### src/rtl/pipe_lane_deskew.sv
// pipe_lane_deskew
//   Multi-lane receive deskew buffer between the per-lane PIPE PHY receive
//   outputs and the MAC receive logic. Every lane writes into its own FIFO.
//   In SEARCH, non-marker heads are dropped and marker heads are held until
//   all lanes show a marker at the same time. The block then moves to ALIGNED
//   and drains all lanes in lock-step. Overflow, misalignment and skew
//   timeout each flush every FIFO and return the block to SEARCH.
//
//   Optional feature macro: PIPE_DESKEW_STATS_EN (adds the skew_max port).
//
//   state      | meaning
//   -----------+-------------------------------------------------------------
//   ST_SEARCH  | drop non-marker heads, hold markers, wait for a full set
//   ST_ALIGNED | pop one word set per cycle whenever every lane has data
//
// Ports
//   clk         PIPE clock
//   areset      synchronous, active-low reset
//   in_rxd      per-lane receive data, lane L at [L*DATA_BUS_WIDTH +: DATA_BUS_WIDTH]
//   in_rxk      per-byte K flags, packed the same way
//   in_rxvalid  per-lane word valid
//   out_rxd     aligned data (registered)
//   out_rxk     aligned K flags (registered)
//   out_valid   out_rxd/out_rxk hold a lane-aligned word set
//   aligned     block is in ALIGNED
//   deskew_err  one-cycle pulse on overflow, misalignment or skew timeout
//   skew_max    largest skew seen at alignment (PIPE_DESKEW_STATS_EN only)

module pipe_lane_deskew #(
    parameter int          NUM_LANES      = 2,
    parameter int          DATA_BUS_WIDTH = 32,
    parameter int          DEPTH          = 8,
    parameter logic [7:0]  ALIGN_SYM      = 8'hBC
) (
    input  logic                                  clk,
    input  logic                                  areset,
    input  logic [NUM_LANES*DATA_BUS_WIDTH-1:0]   in_rxd,
    input  logic [NUM_LANES*DATA_BUS_WIDTH/8-1:0] in_rxk,
    input  logic [NUM_LANES-1:0]                  in_rxvalid,
    output logic [NUM_LANES*DATA_BUS_WIDTH-1:0]   out_rxd,
    output logic [NUM_LANES*DATA_BUS_WIDTH/8-1:0] out_rxk,
    output logic                                  out_valid,
    output logic                                  aligned,
    output logic                                  deskew_err
`ifdef PIPE_DESKEW_STATS_EN
    ,
    output logic [$clog2(DEPTH+1)-1:0]            skew_max
`endif
);

    localparam int KW = DATA_BUS_WIDTH / 8;
    localparam int AW = $clog2(DEPTH);
    localparam int CW = AW + 1;
    localparam int WW = $clog2(DEPTH + 1);

    typedef enum logic {
        ST_SEARCH  = 1'b0,
        ST_ALIGNED = 1'b1
    } state_t;

    state_t state;
    logic [WW-1:0] wcnt;

    logic [DATA_BUS_WIDTH-1:0] mem_d [NUM_LANES][DEPTH];
    logic [KW-1:0]             mem_k [NUM_LANES][DEPTH];
    logic [AW-1:0]             wr_ptr [NUM_LANES];
    logic [AW-1:0]             rd_ptr [NUM_LANES];
    logic [CW-1:0]             count  [NUM_LANES];

    logic [DATA_BUS_WIDTH-1:0] head_d [NUM_LANES];
    logic [KW-1:0]             head_k [NUM_LANES];
    logic [NUM_LANES-1:0]      empty;
    logic [NUM_LANES-1:0]      full;
    logic [NUM_LANES-1:0]      head_mk;
    logic [NUM_LANES-1:0]      pop;
    logic [NUM_LANES-1:0]      push;
    logic [NUM_LANES-1:0]      ovf;
    logic                      all_mk;
    logic                      any_mk;
    logic                      all_ne;
    logic                      take;
    logic                      any_ovf;
    logic                      misalign;
    logic                      partial;
    logic                      timeout;
    logic                      flush;

    always_comb begin
        for (int l = 0; l < NUM_LANES; l++) begin
            head_d[l]  = mem_d[l][rd_ptr[l]];
            head_k[l]  = mem_k[l][rd_ptr[l]];
            empty[l]   = (count[l] == '0);
            full[l]    = (count[l] == CW'(DEPTH));
            head_mk[l] = !empty[l] && head_k[l][0] && (head_d[l][7:0] == ALIGN_SYM);
        end
        all_mk = &head_mk;
        any_mk = |head_mk;
        all_ne = ~|empty;

        // SEARCH takes only a complete marker set; ALIGNED takes any full set.
        take = (state == ST_SEARCH) ? all_mk : all_ne;

        pop = '0;
        if (take) begin
            pop = '1;
        end else if (state == ST_SEARCH) begin
            pop = ~empty & ~head_mk;
        end

        // A full lane that pops this cycle can still accept a write.
        ovf      = in_rxvalid & full & ~pop;
        any_ovf  = |ovf;
        push     = in_rxvalid & ~ovf;

        misalign = (state == ST_ALIGNED) && all_ne && any_mk && !all_mk;
        partial  = (state == ST_SEARCH) && any_mk && !all_mk;
        // wcnt counts completed partial-hold cycles, so this cycle is the DEPTH-th.
        timeout  = partial && (wcnt == WW'(DEPTH - 1));
        flush    = any_ovf || misalign || timeout;
    end

    always_ff @(posedge clk) begin
        for (int l = 0; l < NUM_LANES; l++) begin
            if (push[l] && !flush) begin
                mem_d[l][wr_ptr[l]] <= in_rxd[l*DATA_BUS_WIDTH +: DATA_BUS_WIDTH];
                mem_k[l][wr_ptr[l]] <= in_rxk[l*KW +: KW];
            end
        end
    end

    always_ff @(posedge clk) begin
        if (!areset || flush) begin
            for (int l = 0; l < NUM_LANES; l++) begin
                wr_ptr[l] <= '0;
                rd_ptr[l] <= '0;
                count[l]  <= '0;
            end
        end else begin
            for (int l = 0; l < NUM_LANES; l++) begin
                if (push[l]) begin
                    wr_ptr[l] <= wr_ptr[l] + AW'(1);
                end
                if (pop[l]) begin
                    rd_ptr[l] <= rd_ptr[l] + AW'(1);
                end
                case ({push[l], pop[l]})
                    2'b10:   count[l] <= count[l] + CW'(1);
                    2'b01:   count[l] <= count[l] - CW'(1);
                    default: count[l] <= count[l];
                endcase
            end
        end
    end

    always_ff @(posedge clk) begin
        if (!areset) begin
            state      <= ST_SEARCH;
            wcnt       <= '0;
            out_rxd    <= '0;
            out_rxk    <= '0;
            out_valid  <= 1'b0;
            aligned    <= 1'b0;
            deskew_err <= 1'b0;
`ifdef PIPE_DESKEW_STATS_EN
            skew_max   <= '0;
`endif
        end else begin
            deskew_err <= flush;
            out_valid  <= take;
            if (take) begin
                for (int l = 0; l < NUM_LANES; l++) begin
                    out_rxd[l*DATA_BUS_WIDTH +: DATA_BUS_WIDTH] <= head_d[l];
                    out_rxk[l*KW +: KW]                         <= head_k[l];
                end
            end

            case (state)
                ST_SEARCH: begin
                    if (any_ovf) begin
                        wcnt <= '0;
                    end else if (all_mk) begin
                        state   <= ST_ALIGNED;
                        aligned <= 1'b1;
                        wcnt    <= '0;
`ifdef PIPE_DESKEW_STATS_EN
                        if (wcnt > skew_max) begin
                            skew_max <= wcnt;
                        end
`endif
                    end else if (timeout) begin
                        wcnt <= '0;
                    end else if (partial) begin
                        wcnt <= wcnt + WW'(1);
                    end
                end
                ST_ALIGNED: begin
                    if (any_ovf || misalign) begin
                        state   <= ST_SEARCH;
                        aligned <= 1'b0;
                        wcnt    <= '0;
                    end
                end
                default: begin
                    state   <= ST_SEARCH;
                    aligned <= 1'b0;
                    wcnt    <= '0;
                end
            endcase
        end
    end

endmodule

### config.mk
export PLATFORM = sky130hd
export DESIGN_NAME = pipe_lane_deskew
export DESIGN_NICKNAME = d
export VERILOG_FILES = /design/src/rtl/pipe_lane_deskew.sv
export SDC_FILE = /design/constraint.sdc
export NUM_CORES = 1
export LEC_CHECK = 0
export CAP_MARGIN = 15
export CORE_MARGIN = 8
export CORE_UTILIZATION = 30
export DETAILED_ROUTE_END_ITERATION = 10
export DONT_BUFFER_PORTS = 1
export SLEW_MARGIN = 10
export SYNTH_ARGS = -nofsm -noshare
export SYNTH_HDL_FRONTEND = slang
export SYNTH_SLANG_ARGS = --single-unit
### constraint.sdc
create_clock -name clk -period 9.6 [get_ports clk]
set_clock_uncertainty 0.2 [all_clocks]
set_input_delay 1.92 -clock clk [delete_from_list [all_inputs] [get_ports clk]]
set_output_delay 1.92 -clock clk [all_outputs]
set_load 0.01 [all_outputs]
======== Word level (Yosys, flattened, before mapping) ========
Memories as Yosys holds them, arrays and structs flattened.
Index checks and enable logic that the tools add are counted.
operators by class
  $add $sub $neg .......................... 9
  muxes and demuxes ....................... 85
  bitwise logic cells ..................... 23
  eq/ne operators ......................... 13
  $mul .................................... 0
  reduce and logical (&&, ||, !) cells .... 33
  $lt $le $gt $ge ......................... 6
  shift-type cells ........................ 0
  div/mod/pow operators ................... 0
operators by type and width
  operator               count
  $mux W256              2
  $mux W32               8
  $bmux W32 S3           2
  $demux W32 S3          2
  $mux W4                17
  $mux W1                41
  $bmux W4 S3            2
  $demux W4 S3           2
  $eq A8 B8 Y1 const B   2
  $ge A4 B4 Y1 const B   4
  $not A3 Y4             4
  $logic_and A1 B1 Y1    14
  $add A3 B1 Y3 const B  4
  $add A4 B1 Y4 const B  3
  $mux W3                4
  $or A1 B1 Y1           10
  $reduce_or A2 Y1       5
  $and A2 B2 Y2          4
  $eq A4 B4 Y1 const B   2
  $logic_not A4 Y1       2
  $lt A4 B1 Y1 const B   2
  $not A2 Y2             4
  $pmux W4 S2            1
  $sub A4 B1 Y4 const B  2
  other kinds (13)       26
storage, ports and cells
  register bits ........................... 80
  latch bits .............................. 0
  output and inout port bits .............. 75
  memories kept ........................... 5
  RAM bits ................................ 596
  memory bits (read-only) ................. 0
memories
  memory  words  bits a word  rd ports  clocked after Yosys merged registers in  write ports  line  text
  mem_d   2      256          2         0                                        2            64    logic [DATA_BUS_WIDTH-1:0] mem_d [NUM_LANES][DEPTH];
  mem_k   2      32           2         0                                        2            65    logic [KW-1:0] mem_k [NUM_LANES][DEPTH];
  count   2      4            2         0                                        2            68    logic [CW-1:0] count [NUM_LANES];
  rd_ptr  2      3            2         0                                        2            67    logic [AW-1:0] rd_ptr [NUM_LANES];
  wr_ptr  2      3            2         0                                        2            66    logic [AW-1:0] wr_ptr [NUM_LANES];

======== Depth between registers and ports, before layout ========
Gate-level depths: netlist of run 1.
  word-level depth ........................ 21
  depth in mapped cells ................... 19
  mapped depth without buffers ............ 16

======== Least setup slack after synthesis of run 1 ========
No wires, ideal clock.
  kind .................................... register -> register
  start point ............................. memory rd_ptr[0][4] in the netlist's numbering
  end point ............................... memory mem_d[0][480] in the netlist's numbering (enable)
  cell stages (with the launch flop) ...... 11
  clock period less this slack ............ 7.197 ns
  buffers on the path ..................... 2
  arrival ................................. 6.465 ns
  path slack .............................. 2.403 ns
  cells stage by stage .................... edfxtp_1 > buf_6 > mux4_2 > mux2i_4 > or4b_4 > nor4_4 > buf_6 > nand2_4 > a21oi_4 > o21ai_4 > nor4b_1
RTL lines
  item             line
  start, declared  67
  end, declared    64

==> results of run 1 <==
==> synthesized netlist by cell type (3+ instances only) <==
library cell    n
inv_1          13
nor3b_2         4
nand2b_1       10
mux4_2        140
nand3_1         7
a21o_1          3
nor2_1         25
buf_6           4
and2_1          4
xnor2_1         5
o211a_1        71
nand4_1         4
o21ai_0         4
nand3b_1        3
nor3_1          8
nor2b_1         6
clkbuf_1       29
buf_4          10
edfxtp_1      596
ha_1           14
mux2i_1        77
xor2_1          5
buf_2          15
a21oi_1         7
nand2_1        90
dfxtp_1        80
nor4_1         14
mux2_2          3
buf_1          17
==> per-stage QoR <==
step	std cells	worst slack (ns)	power (mW)
after CTS	2564	2.743	7.843
final	2564	2.871	7.723
after detailed placement	2429	2.809	4.897
after floorplan	1317	2.403	4.565
after global placement	2429	2.939	4.871
after global routing	2564	2.322	8.050
==> logic make-up after synthesis <==
logic type / Yosys count / share of synthesized area, %
flops: 676 / 74.32
mux: 221 / 15.17
simple gates: 198 / 3.953
compound gates: 108 / 3.834
buf+inv: 88 / 1.588
fa+ha+maj: 15 / 0.7439
xor+xnor: 11 / 0.3958
==> worst register-to-register path, delay by kind of cell (launching register included) <==
family	cells	cell delay, ns
buffers and inverters	2	1.08
and+or+nand+nor	4	1.36
AOI/OAI and AO/OA	2	1.11
adders and majority gates	1	0.37
xor gates and xnor gates	1	0.16
DFF	1	1.07
muxes	3	1.09
==> layer usage <==
| layer | vias to the layer above | GRT usage, % | wire length, um |
|---|---|---|---|
| li1 | 5424 | - | - |
| met1 | 6493 | 14.08 | 23090 |
| met2 | 370 | 18.69 | 27150 |
| met3 | 106 | 4.455 | 5292 |
| met4 | 0 | 3.555 | 1444 |
| met5 | - | 0 | 0 |
==> sequential cells by signal (all words and copies together) (netlist names), 4 cells and up <==
name / count
rd_ptr: 6
wcnt: 4
count: 8
wr_ptr: 6
out_rxk: 8
out_rxd: 64
mem_k: 64
mem_d: 512
==> power groups by stage <==
stage               Sequential [mW]  Combinational, mW  Clock (mW)
finish                         3.42               1.38        2.92
global route                   3.43               1.51        3.11
CTS                            3.42               1.42        3.00
detailed placement             3.48               1.41           0
global placement               3.47               1.40           0
floorplan                      3.43               1.13           0
==> area by class of cell <==
cell class	instances	share of cell area, %
Clock buffer	100	6.676
Clock inverter	35	1.809
Inverter	13	0.1614
Multi-Input combinational cell	553	21.28
Sequential cell	676	64.50
Tap cell	1155	4.780
Timing Repair Buffer	32	0.7946
==> final timing paths <==
check	start	to	slack [ns]
setup reg to reg	rd_ptr[0][4]	count[1][2]	2.87
hold / removal	wcnt[1]	wcnt[1]	0.31
hold reg to reg	wcnt[1]	wcnt[1]	0.31
setup / recovery	rd_ptr[0][4]	count[1][2]	2.87
==> run summary, run 1 <==
Net count, final = 1440
Worst Hold Class = reg -> reg
commonest non-fill, non-tap cell in the layout = edfxtp_1
LEAKAGE = 10.28 nW
die height = 311.7 um
max-slew violation total from the final report = 0
CTS sink count = 676
sequential-to-total area share from yosys stat = 74.32%
final core utilization = 34.85%
ANT cells = 0
GRT Overall Usage = 11.50%
Setup Fix Bufs, Post-CTS = 0
combinational share of power = 17.9%
quantity of gates resized following cts = 0
final-report hold violation count = 0
Yosys reg bits = 676
Num CTS Buffers = 73
CTS Root Cell = clkbuf_16
CTS Hold Bufs = 0
FFs w/ async S/R, synth = 0%
most frequent cells in the layout = edfxtp_1, mux4_2, nand2_1
Setup crit start kind = flop
WP depth = 13
DR vias = 12390
Critical Path AT = 6.86 ns
main flop type after synthesis = edfxtp_1
routed via count divided by cell count = 4.833
sum of negative setup slack = 0 ns
syn avg cell area = 19.92 um2
CP Max Fanout = 57
Post-Synthesis Cells = 1317
Top-Level Pins = 151
largest net degree at the start of global routing = 85
die area = 97180 um2
RSZ-0062 raised after global routing = false
Final Cycle Share = 70.09%
Syn Nets = 1408
clock slew at reported path FFs = 0.06 ns
Site Rows = 108
global-route wire length before repair = 85.26 mm
internal power = 5.756 mW
Ys Warns = 0
Worst Reg-to-Reg Cells = 13
Hold Crit Depth = 2
Fillers = 8073
Req. time, crit path = 9.73 ns
CP Buf/Inv Count = 2
Congestion Overflow GR = 0
CP Class = reg -> reg
core area = 86750 um2
CTS tree = built
Routed WL per cell = 22.22 um
crit path max-delay cell type = edfxtp_1
layout cells sized above 1 = 23.00%
Antenna Nets Post-Route = 0
number of global-route vias before repair = 13250
Slew @ Worst Pin = 1.092 ns
Multi-input gate area = 6435 um2
fmax = 148.6 MHz
Detailed Place HPWL = 32.45 mm
status = complete, no violations
Clock Power Share = 37.8%
P_sw = 1.968 mW
CTS Buffer Depth = 3
delay-heaviest family, CP = simple AND/OR/NAND/NOR gates
Max Cap Viol = 0
antenna violations before repair = 2
Max-slew headroom = 27.21%
number of port buffers = 0
Layout area overhead = 15.23%
Synth Cell Area = 26240 um2
final setup violation count = 0
Critical Path Sink Type = flop
post-route cell area = 30230 um2
worst path cell trace = buf_4, mux4_2, mux2i_1, or3b_1, nor4_4, a21oi_1, o31ai_2, inv_1, ha_1, nor2_1, mux2i_1, xor2_1, nor2_1
Post-route DRC = 0
1st-pass router iterations = 5
drt initial violations = 859
worst stage delay on the critical path = 1.07 ns
Sequential Power Share = 44.3%
largest area contributor in the netlist = edfxtp_1
Tmin final = 6.729 ns
RD Place Congestion = 0.7290
Peak VDD IR = 187.4 uV
EDFF count, synth = 596
worst hold margin = 0.3124 ns
Initial Util = 30.24%
Die Span X = 311.7 um
Placed Area = 27670 um2
FF+latch area = 19500 um2
switch share = 25.48%
PwrDens = 255.5 nW/um2
Post-Route WL = 56.98 mm
top post-synthesis cells by area = edfxtp_1, mux4_2, dfxtp_1
Yosys top cell area share = 68.21%
clk_lat worst skew = 0.63 ns
Distinct cells, synth = 69
H-tree depth = 3
(Power assumes the default switching activity.)
==> run 2: changes to the inputs <==
==> constraint.sdc (replaced) <==
create_clock -name clk -period 6.55 [get_ports clk]
set_clock_uncertainty 0.2 [all_clocks]
set_input_delay 1.31 -clock clk [delete_from_list [all_inputs] [get_ports clk]]
set_output_delay 1.31 -clock clk [all_outputs]
set_load 0.01 [all_outputs]
==> run summary, run 2 (same netlist as run 1, synthesis figures left out) <==
status = complete, no violations (unchanged)
number of port buffers = 0 (unchanged)
Congestion Overflow GR = 0 (unchanged)
largest net degree at the start of global routing = 85 (unchanged)
PwrDens = 363.6 nW/um2 (was 255.5 nW/um2)
Worst Hold Class = reg -> reg (unchanged)
sum of negative setup slack = 0 ns (unchanged)
Die Span X = 311.7 um (unchanged)
Post-route DRC = 0 (unchanged)
Final Cycle Share = 86.78% (was 70.09%)
DR vias = 12280 (was 12390)
Multi-input gate area = 6444 um2 (was 6435 um2)
core area = 86750 um2 (unchanged)
delay-heaviest family, CP = simple AND/OR/NAND/NOR gates (unchanged)
CP Buf/Inv Count = 0 (was 2)
crit path max-delay cell type = edfxtp_1 (unchanged)
Peak VDD IR = 215.4 uV (was 187.4 uV)
layout cells sized above 1 = 22.59% (was 23.00%)
Critical Path Sink Type = flop (unchanged)
max reg flops = 512 (unchanged)
routed via count divided by cell count = 4.792 (was 4.833)
Tmin final = 5.684 ns (was 6.729 ns)
CTS Buffer Depth = 3 (unchanged)
FF+latch area = 19500 um2 (unchanged)
GRT Overall Usage = 11.31% (was 11.50%)
quantity of gates resized following cts = 0 (unchanged)
Critical Path AT = 5.80 ns (was 6.86 ns)
Slew @ Worst Pin = 0.9624 ns (was 1.092 ns)
CTS sink count = 676 (unchanged)
die area = 97180 um2 (unchanged)
worst stage delay on the critical path = 0.94 ns (was 1.07 ns)
final-report hold violation count = 0 (unchanged)
H-tree depth = 3 (unchanged)
commonest non-fill, non-tap cell in the layout = edfxtp_1 (unchanged)
final setup violation count = 0 (unchanged)
CTS tree = built (unchanged)
most used cell, CP = nor2_1
Top-Level Pins = 151 (unchanged)
Max-slew headroom = 35.84% (was 27.21%)
Max Cap Viol = 0 (unchanged)
Net count, final = 1443 (was 1440)
Placed Area = 27730 um2 (was 27670 um2)
most frequent cells in the layout = edfxtp_1, mux4_2, nand2_1 (unchanged)
Initial Util = 30.24% (unchanged)
RD Place Congestion = 0.7173 (was 0.7290)
max-slew violation total from the final report = 0 (unchanged)
post-layout worst setup margin = 0.8661 ns (was 2.871 ns)
die height = 311.7 um (unchanged)
Req. time, crit path = 6.67 ns (was 9.73 ns)
CP Class = reg -> reg (unchanged)
RSZ-0062 raised after global routing = false (unchanged)
Site Rows = 108 (unchanged)
1st-pass router iterations = 5 (unchanged)
Antenna Nets Post-Route = 0 (unchanged)
post-route cell area = 30000 um2 (was 30230 um2)
CP Max Fanout = 27 (was 57)
Setup Fix Bufs, Post-CTS = 0 (unchanged)
final std cells w/o fill = 2563 (was 2564)
antenna violations before repair = 0 (was 2)
Routed WL per cell = 21.89 um (was 22.22 um)
ANT cells = 0 (unchanged)
Placed Cells = 2434 (was 2429)
global-route wire length before repair = 84.52 mm (was 85.26 mm)
Post-Route WL = 56.09 mm (was 56.98 mm)
Num CTS Buffers = 71 (was 73)
drt initial violations = 856 (was 859)
Detailed Place HPWL = 34.00 mm (was 32.45 mm)
Fillers = 8148 (was 8073)
DP Worst Slack = 0.8536 ns (was 2.809 ns)
Layout area overhead = 14.34% (was 15.23%)
clk_lat worst skew = 0.61 ns (was 0.63 ns)
worst path cell trace = mux4_2, mux2i_4, or4b_4, nor4_4, xor2_2, o21bai_2, o211ai_4, nor2_1, ha_1, a21o_1, a21oi_1, xnor2_1, nor2_1 (was buf_4, mux4_2, mux2i_1, or3b_1, nor4_4, a21oi_1, o31ai_2, inv_1, ha_1, nor2_1, mux2i_1, xor2_1, nor2_1)
LEAKAGE = 10.17 nW (was 10.28 nW)
clock slew at reported path FFs = 0.06 ns (about the same)
CTS Hold Bufs = 0 (unchanged)
number of global-route vias before repair = 13140 (was 13250)
CTS Root Cell = clkbuf_16 (unchanged)
fmax = 175.9 MHz (was 148.6 MHz)
Setup crit start kind = flop (unchanged)
## run 2: final cells by class
cell class,instances,share of cell area (%)
Timing Repair Buffer,37,0.9676
Multi-Input combinational cell,553,21.48
Clock inverter,28,1.013
Clock buffer,101,6.569
Sequential cell,676,64.99
Inverter,13,0.1626
Tap cell,1155,4.817
## run 2: layer usage
metal | GRT usage (%) | routed length [um] | vias up
met2 | 19.23 | 27680 | 302
met3 | 4.455 | 4835 | 70
met4 | 2.726 | 1050 | 0
li1 | - | - | 5441
met5 | 0 | 0 | -
met1 | 13.40 | 22530 | 6468
## run 2: path summary, 6_finish.rpt
kind	end	depth (start not counted)	slack, ns	startpoint
setup / recovery	count[0][3]	13	0.87	rd_ptr[0][4]
hold / removal	wcnt[1]	2	0.31	wcnt[1]
hold reg to reg	wcnt[1]	2	0.31	wcnt[1]
setup reg to reg	count[0][3]	13	0.87	rd_ptr[0][4]
## run 2: worst register-to-register path, cell delays in order (launching register included)
cell      delay, ns
edfxtp_1       0.94
mux4_2         0.64
mux2i_4        0.17
or4b_4         0.50
nor4_4         0.78
xor2_2         0.27
o21bai_2       0.15
o211ai_4       0.64
nor2_1         0.18
ha_1           0.34
a21o_1         0.19
a21oi_1        0.19
xnor2_1        0.14
nor2_1         0.06
## run 2: power by group
part | leakage (nW) | switching [mW] | internal [mW]
Sequential | 6.10 | 0.150 | 4.89
Combinational | 2.98 | 1.01 | 1.01
Clock | 1.10 | 1.64 | 2.21
## run 2: metrics by stage
| step | power (mW) | hold WS (ns) | util (%) |
|---|---|---|---|
| 2_1_floorplan | 6.689 | 0.2705 | - |
| 6_report | 10.91 | 0.3115 | 34.58 |
| 3_5_place_dp | 7.194 | 0.3022 | 31.96 |
| 5_1_grt | 11.37 | 0.3459 | 34.58 |
| 4_1_cts | 11.08 | 0.3122 | 34.58 |
| 3_3_place_gp | 7.162 | 0.2834 | 31.96 |
